**src/rtl/serial_subtractor.sv**
```systemverilog
// Bit-serial subtractor: D = A - B - Bin, LSB first, one full-subtractor cell plus a registered borrow.
// Optional macro SERIAL_SUB_OVF_EN adds the signed overflow output V.
module serial_subtractor #(
    parameter int WIDTH = 8
) (
    input  logic             clk,
    input  logic             rst_n,
    input  logic             start,
    input  logic [WIDTH-1:0] A,
    input  logic [WIDTH-1:0] B,
    input  logic             Bin,
    output logic             busy,
    output logic             done,
    output logic [WIDTH-1:0] D,
    output logic             Bout
`ifdef SERIAL_SUB_OVF_EN
    ,
    output logic             V
`endif
);

    localparam int CW = (WIDTH > 1) ? $clog2(WIDTH) : 1;

    typedef enum logic [1:0] {
        IDLE,
        SHIFT,
        DONE
    } state_t;

    state_t state, state_nxt;

    logic [WIDTH-1:0] a_sr, b_sr, d_sr;
    logic             br;
    logic [CW-1:0]    cnt;
    logic             a0, b0, d_bit, bo_bit, last;

    assign a0     = a_sr[0];
    assign b0     = b_sr[0];
    assign d_bit  = a0 ^ b0 ^ br;
    assign bo_bit = (~a0 & b0) | (~(a0 ^ b0) & br);
    assign last   = (cnt == CW'(WIDTH - 1));

    assign busy = (state == SHIFT);
    assign done = (state == DONE);

    always_ff @(posedge clk or negedge rst_n) begin
        if (!rst_n) begin
            state <= IDLE;
        end else begin
            state <= state_nxt;
        end
    end

    always_comb begin
        state_nxt = state;
        case (state)
            IDLE:    if (start) state_nxt = SHIFT;
            SHIFT:   if (last) state_nxt = DONE;
            DONE:    state_nxt = IDLE;
            default: state_nxt = IDLE;
        endcase
    end

`ifdef SERIAL_SUB_OVF_EN
    logic a_msb, b_msb;

    // Sign bits are shifted out of a_sr/b_sr, so keep copies for the overflow rule.
    always_ff @(posedge clk or negedge rst_n) begin
        if (!rst_n) begin
            a_msb <= 1'b0;
            b_msb <= 1'b0;
            V     <= 1'b0;
        end else if (state == IDLE && start) begin
            a_msb <= A[WIDTH-1];
            b_msb <= B[WIDTH-1];
        end else if (state == SHIFT && last) begin
            V <= (a_msb ^ b_msb) & (d_bit ^ a_msb);
        end
    end
`endif

    // D/Bout load only on the final shift so partial results are never visible.
    always_ff @(posedge clk or negedge rst_n) begin
        if (!rst_n) begin
            a_sr <= '0;
            b_sr <= '0;
            d_sr <= '0;
            br   <= 1'b0;
            cnt  <= '0;
            D    <= '0;
            Bout <= 1'b0;
        end else begin
            case (state)
                IDLE: begin
                    if (start) begin
                        a_sr <= A;
                        b_sr <= B;
                        br   <= Bin;
                        cnt  <= '0;
                    end
                end
                SHIFT: begin
                    a_sr <= {1'b0, a_sr[WIDTH-1:1]};
                    b_sr <= {1'b0, b_sr[WIDTH-1:1]};
                    d_sr <= {d_bit, d_sr[WIDTH-1:1]};
                    br   <= bo_bit;
                    cnt  <= cnt + CW'(1);
                    if (last) begin
                        D    <= {d_bit, d_sr[WIDTH-1:1]};
                        Bout <= bo_bit;
                    end
                end
                default: begin
                end
            endcase
        end
    end

endmodule

```
**config.mk**
```make
export PLATFORM = sky130hd
export DESIGN_NAME = serial_subtractor
export DESIGN_NICKNAME = d
export VERILOG_FILES = /design/src/rtl/serial_subtractor.sv
export SDC_FILE = /design/constraint.sdc
export NUM_CORES = 1
export LEC_CHECK = 0
export BUFFER_PORTS_ARGS = -buffer_cell sky130_fd_sc_hd__buf_4
export CAP_MARGIN = 10
export CORE_ASPECT_RATIO = 2
export CORE_MARGIN = 2
export CORE_UTILIZATION = 54
export CTS_CLUSTER_DIAMETER = 60
export DETAILED_ROUTE_END_ITERATION = 10
export PLACE_DENSITY_LB_ADDON = 0.25
export SLEW_MARGIN = 15
export SYNTH_ARGS = -nofsm -noshare
export SYNTH_HDL_FRONTEND = slang
export SYNTH_SLANG_ARGS = --single-unit
```
**constraint.sdc**
```tcl
create_clock -name clk -period 1.8 [get_ports clk]
set_clock_uncertainty 0.2 [all_clocks]
set_input_delay 0.27 -clock clk [delete_from_list [all_inputs] [get_ports clk]]
set_output_delay 0.27 -clock clk [all_outputs]
set_load 0.01 [all_outputs]
```
# Yosys cells after proc, flatten, opt, wreduce, memory -nomap -nowiden
# Index checks and enable logic that the tools add are counted.
word_totals:
  ff_bits: 39
  in_bits: 20
  out_inout_bits: 11
  elab_cells: 37
op_classes:
  add_sub_neg: 1
  n_eq_ne: 5
  mux: 11
  n_bitwise: 7
  reduce_logical: 5
ops:
  columns: ["op", "n"]
  rows:
  - ["$pmux W8 S2", 2]
  - ["$mux W8", 2]
  - ["$pmux W3 S2", 1]
  - ["$reduce_and A2 Y1", 3]
  - ["$mux W2", 2]
  - ["$pmux W2 S2", 1]
  - ["$add A3 B1 Y3 const B", 1]
  - ["$eq A3 B3 Y1 const B", 1]
  - ["$mux W3", 1]
  - ["$and A1 B1 Y1", 2]
  - ["$eq A2 B1 Y1 const B", 1]
  - ["$eq A2 B2 Y1 const B", 1]
  - ["$logic_not A2 Y1", 1]
  - ["$ne A2 B1 Y1 const B", 1]
  - ["$ne A2 B2 Y1 const B", 1]
  - ["$not A1 Y1", 2]
  - ["$pmux W1 S2", 1]
  - ["$reduce_bool A2 Y1", 1]
  - ["$xor A1 B1 Y1", 2]
  - ["$mux W1", 1]
  - ["$or A1 B1 Y1", 1]

# Depth between registers and ports, before layout
logic_depth:
  depth_word: 5
  ltp_mapped: 6
  mapped_depth_nobuf: 5

# Worst setup path after synthesis
# OpenSTA, ideal clock, no wires.
synth_path:
  kind: "register to register"
  startpoint: "reg cnt[0]"
  endpoint: "reg D[0]"
  setup_time_ps: 125
  arrival_time_ps: 1296
  t_required_ps: 1475
  path_slack_ps: 179
  path_stages_with_launch: 6
  n_path_buf: 1
  period_less_slack_ps: 1621
  path_cell_list: "dfrtp_1 > ha_1 > ha_1 > nand3b_4 > buf_6 > mux2_4"
synth_between:
  elab_chain_len: 2
synth_lines:
  columns: ["item", "line_no", "source"]
  rows:
  - ["from (decl)", "34", "logic [CW-1:0] cnt;"]
  - ["from (signal assigned)", "107", "cnt <= cnt + CW'(1);"]
  - ["$eq A3 B3 Y1", "41", "assign last = (cnt == CW'(WIDTH - 1));"]
  - ["$reduce_and A2 Y1 (no line)", null, null]
  - ["to (signal assigned)", "109", "D <= {d_bit, d_sr[WIDTH-1:1]};"]
  - ["to (decl)", "14", "output logic [WIDTH-1:0] D,"]
# Every way passes these cells.
# A chain may end at the register's enable or synchronous reset.

# Worst setup path in the final report
layout_path:
  startpoint: "reg state[1]"
  endpoint: "out done"
layout_between:
  elab_chain_len: 1
layout_lines:
  columns: ["item", "line_no", "source"]
  rows:
  - ["from (decl)", "30", "state_t state, state_nxt;"]
  - ["from (signal assigned)", "50", "state <= state_nxt;"]
  - ["$eq A2 B2 Y1", "44", "assign done = (state == DONE);"]
  - ["to (decl)", "13", "output logic done,"]
# Every way passes these cells.

==> impl_metrics.tcl <==
set metrics [dict create \
    maxClockFrequency_ghz 0.587 \
    dp_hpwl_um 2510 \
    cts_sinks 38 \
    port_buffers 30 \
    power_density_nw_per_um2 1710 \
    ff2ff_path_depth 4 \
    cp_cell_sequence "inv_1 -> nor2_1 -> buf_4" \
    area.growth.synth_to_final_pct 20.2 \
    cts_tree "yes" \
    global_route.usage.met3_pct 5.59 \
    whs_path_depth 3 \
    finalMaxSlewViolations 0 \
    timing.final.crit_share_pct 94.6 \
    final_period_minus_worst_setup_slack_ns 1.70 \
    worstPathMaxFanout 12 \
    placementRows 29 \
    start_of_the_worst_register_to_register_path "cnt[0]" \
    pin_count_of_the_biggest_net_entering_global_routing 39 \
    grt_overflow 0 \
    critical_path_rt_ns 1.33 \
    nNetsFinal 226 \
    worst_setup_path_start_kind "register" \
    vias 1373 \
    first_global_vias 1426 \
    drt-wirelength-per-cell_um 15.3 \
    outcome "finished clean" \
    placement.cell_area_um2 1970 \
    numCtsBuffers 5 \
    synth_nets 192 \
    synth-warning-count 0 \
    slew_headroom_pct 68.7 \
    clock_latency_reported_for_the_late_side_of_the_worst_skew_pair_ns 0.29 \
    cts.htree.levels 2 \
    power.static_leakage_nw 1.01 \
    die-area_um2 3760 \
    grt_antenna_before_repair 0 \
    fraction_of_layout_instances_using_a_drive_strength_above_1_pct 29.9 \
    detail_route.vias_per_cell 5.84 \
    critPathMaxStageDelay_ns 0.43 \
    syn_inst 169 \
    die_x_extent_um 44.4 \
    critical_path_arrival_ns 1.23 \
    grt_use_met2_pct 37.4 \
    dr.first_iter.drc_count 15 \
    reg2reg_slack_ns 0.13 \
    final_hold_slack_ns 0.0502 \
    synth.lib_cells_used.distinct 23 \
    setup_tns_ns 0 \
    hold_viol 0 \
    drcViolationCount 0 \
    sum_of_buffers_and_inverters_on_the_critical_path 2 \
    chipHeight_um 84.8 \
    worst_hold_path_type "in -> reg" \
    overall_routing_resource_usage_pct 22.5 \
    slowest_stage "sky130_fd_sc_hd__dfrtp_2" \
    post_synth_instance_area_um2 1760 \
    holdCritStartpoint "B[7]" \
    detail_route.wirelength_um 3610 \
    cpLargestDelayFamily "buffers and inverters" \
    setup-violations-final 0 \
    layout.cells.most_common "sky130_fd_sc_hd__nor3_1" \
    syn-mean-instance-area_um2 10.4 \
    clkSlewWorstSetupHoldPaths_ns 0.07 \
    setup_repair_after_global_routing_missed_its_margin "no" \
    floorplan.core_area_um2 3160 \
    globalplace.congestion 0.778 \
    cts_buffer_depth 2 \
    endpoint_kind "output pin" \
    postSynthRegisterBits 38 \
    grt_first_pass_wirelength_um 6250 \
    start_util_pct 55.8 \
    worstSetupPathType "reg -> out" \
    reg2reg_to "D[5]" \
    design.portCount 31 \
    drt_pass1_iterations 4 \
    stdcell_area_um2 2120 \
    antenna_left 0 \
    min_to "b_sr[7]" \
    drv_cap 0 \
    met1_usage_pct 24.7 \
    cts_root_buf "sky130_fd_sc_hd__clkbuf_8" \
    antenna-diode-count 0 \
    max_slew.worst_pin.slew_ns 0.470 \
    synth_seq_area_share_pct 54.0 \
    max-vdd-ir-drop_mv 0.949 \
    grt.busiest_layer "met2" \
    layout_common_cells "sky130_fd_sc_hd__nor3_1, sky130_fd_sc_hd__buf_4, sky130_fd_sc_hd__dfrtp_1" \
    fillerInstances 261 \
]
-- per-layer routing --
layer / share of wire (%) / wire length, um
met2: 53 / 1900
met3: 4.5 / 162
met5: 0 / 0
met4: 3.6 / 129
met1: 39 / 1410
-- cells by family after synthesis --
family,synth area share [%]
DFF,54.0
and+or+nand+nor,20.8
muxes,7.17
buffers and inverters,5.97
adders and majority gates,2.56
AOI/OAI and AO/OA,9.52
-- worst register-to-register path: stages (launching register included) --
cell and delay, ns:
sky130_fd_sc_hd__dfrtp_1 0.40, sky130_fd_sc_hd__ha_1 0.21, sky130_fd_sc_hd__ha_1 0.22, sky130_fd_sc_hd__nand3b_4 0.19, sky130_fd_sc_hd__mux2_2 0.36
-- cell type report --
type                    instances  area (um2)  share of cell area, %
clock buffers                   7        86.3                   4.08
well taps                      31        38.8                   1.83
inverters                       6        26.3                   1.24
flip-flops and latches         38         953                   45.0
repair buffers                 40         303                   14.3
clock inverters                 1        5.00                  0.236
multi-input cells             112         706                   33.3
-- metrics by stage --
| step | utilization, % | total power, W | setup slack, ns | std cells |
|---|---|---|---|---|
| floorplan | - | 0.00252 | 0.179 | 169 |
| global placement | 62.5 | 0.00287 | 0.160 | 221 |
| detailed placement | 62.5 | 0.00297 | 0.125 | 221 |
| CTS | 65.9 | 0.00359 | 0.00172 | 230 |
| global route | 67.1 | 0.00388 | 0.0212 | 235 |
| finish | 67.1 | 0.00362 | 0.0967 | 235 |
-- sequential cells by signal, indices dropped and copies added, names as in the netlist --
signal  count
Bout        1
D           8
a_sr        8
b_sr        8
br          1
cnt         3
d_sr        7
state       2
-- synthesized netlist by cell type --
| cell | number | area (um2) |
|---|---|---|
| sky130_fd_sc_hd__a221oi_2 | 1 | 15.0 |
| sky130_fd_sc_hd__a22o_1 | 2 | 17.5 |
| sky130_fd_sc_hd__buf_2 | 9 | 45.0 |
| sky130_fd_sc_hd__buf_4 | 2 | 15.0 |
| sky130_fd_sc_hd__buf_6 | 2 | 22.5 |
| sky130_fd_sc_hd__dfrtp_1 | 38 | 951 |
| sky130_fd_sc_hd__fa_1 | 1 | 20.0 |
| sky130_fd_sc_hd__ha_1 | 2 | 25.0 |
| sky130_fd_sc_hd__inv_1 | 6 | 22.5 |
| sky130_fd_sc_hd__mux2_2 | 1 | 11.3 |
| sky130_fd_sc_hd__mux2_4 | 7 | 105 |
| sky130_fd_sc_hd__mux2i_1 | 1 | 10.0 |
| sky130_fd_sc_hd__nand2_1 | 24 | 90.1 |
| sky130_fd_sc_hd__nand2b_2 | 1 | 8.76 |
| sky130_fd_sc_hd__nand2b_4 | 1 | 13.8 |
| sky130_fd_sc_hd__nand3b_4 | 1 | 20.0 |
| sky130_fd_sc_hd__nor2_1 | 3 | 11.3 |
| sky130_fd_sc_hd__nor2b_1 | 1 | 6.26 |
| sky130_fd_sc_hd__nor3_1 | 42 | 210 |
| sky130_fd_sc_hd__o21ai_0 | 8 | 40.0 |
| sky130_fd_sc_hd__o22ai_1 | 14 | 87.6 |
| sky130_fd_sc_hd__o31ai_1 | 1 | 7.51 |
| sky130_fd_sc_hd__or3_1 | 1 | 6.26 |
-- worst max path at each step --
| stage | from | endpoint | slack [ns] | depth (start not counted) |
|---|---|---|---|---|
| finish | state[1] | done | 0.1 | 3 |
| global route | state[1] | done | 0.02 | 3 |
| CTS | state[1] | busy | 0.002 | 3 |
| detailed placement | cnt[0] | D[5] | 0.13 | 4 |
| global placement | cnt[0] | D[5] | 0.16 | 4 |
| floorplan | cnt[0] | D[0] | 0.18 | 5 |
-- where the power goes --
group / switching [W] / internal [W] / leakage, nW
Combinational: 0.000722 / 0.000738 / 0.503
Sequential: 0.000295 / 0.00126 / 0.461
Clock: 0.000300 / 0.000309 / 0.0482
Total: 0.00132 / 0.00230 / 1.01
-- repair_timing --
item / in CTS / in global routing
gates resized for setup: 2 / 1
hold endpoints to repair: 38 / 0
hold buffers: 1 / 0
endpoints found under the setup margin: 2 / 2
cloned: 0 / 0
buffers inserted: 0 / 5
No activity file was read; power rests on OpenSTA's default activity.
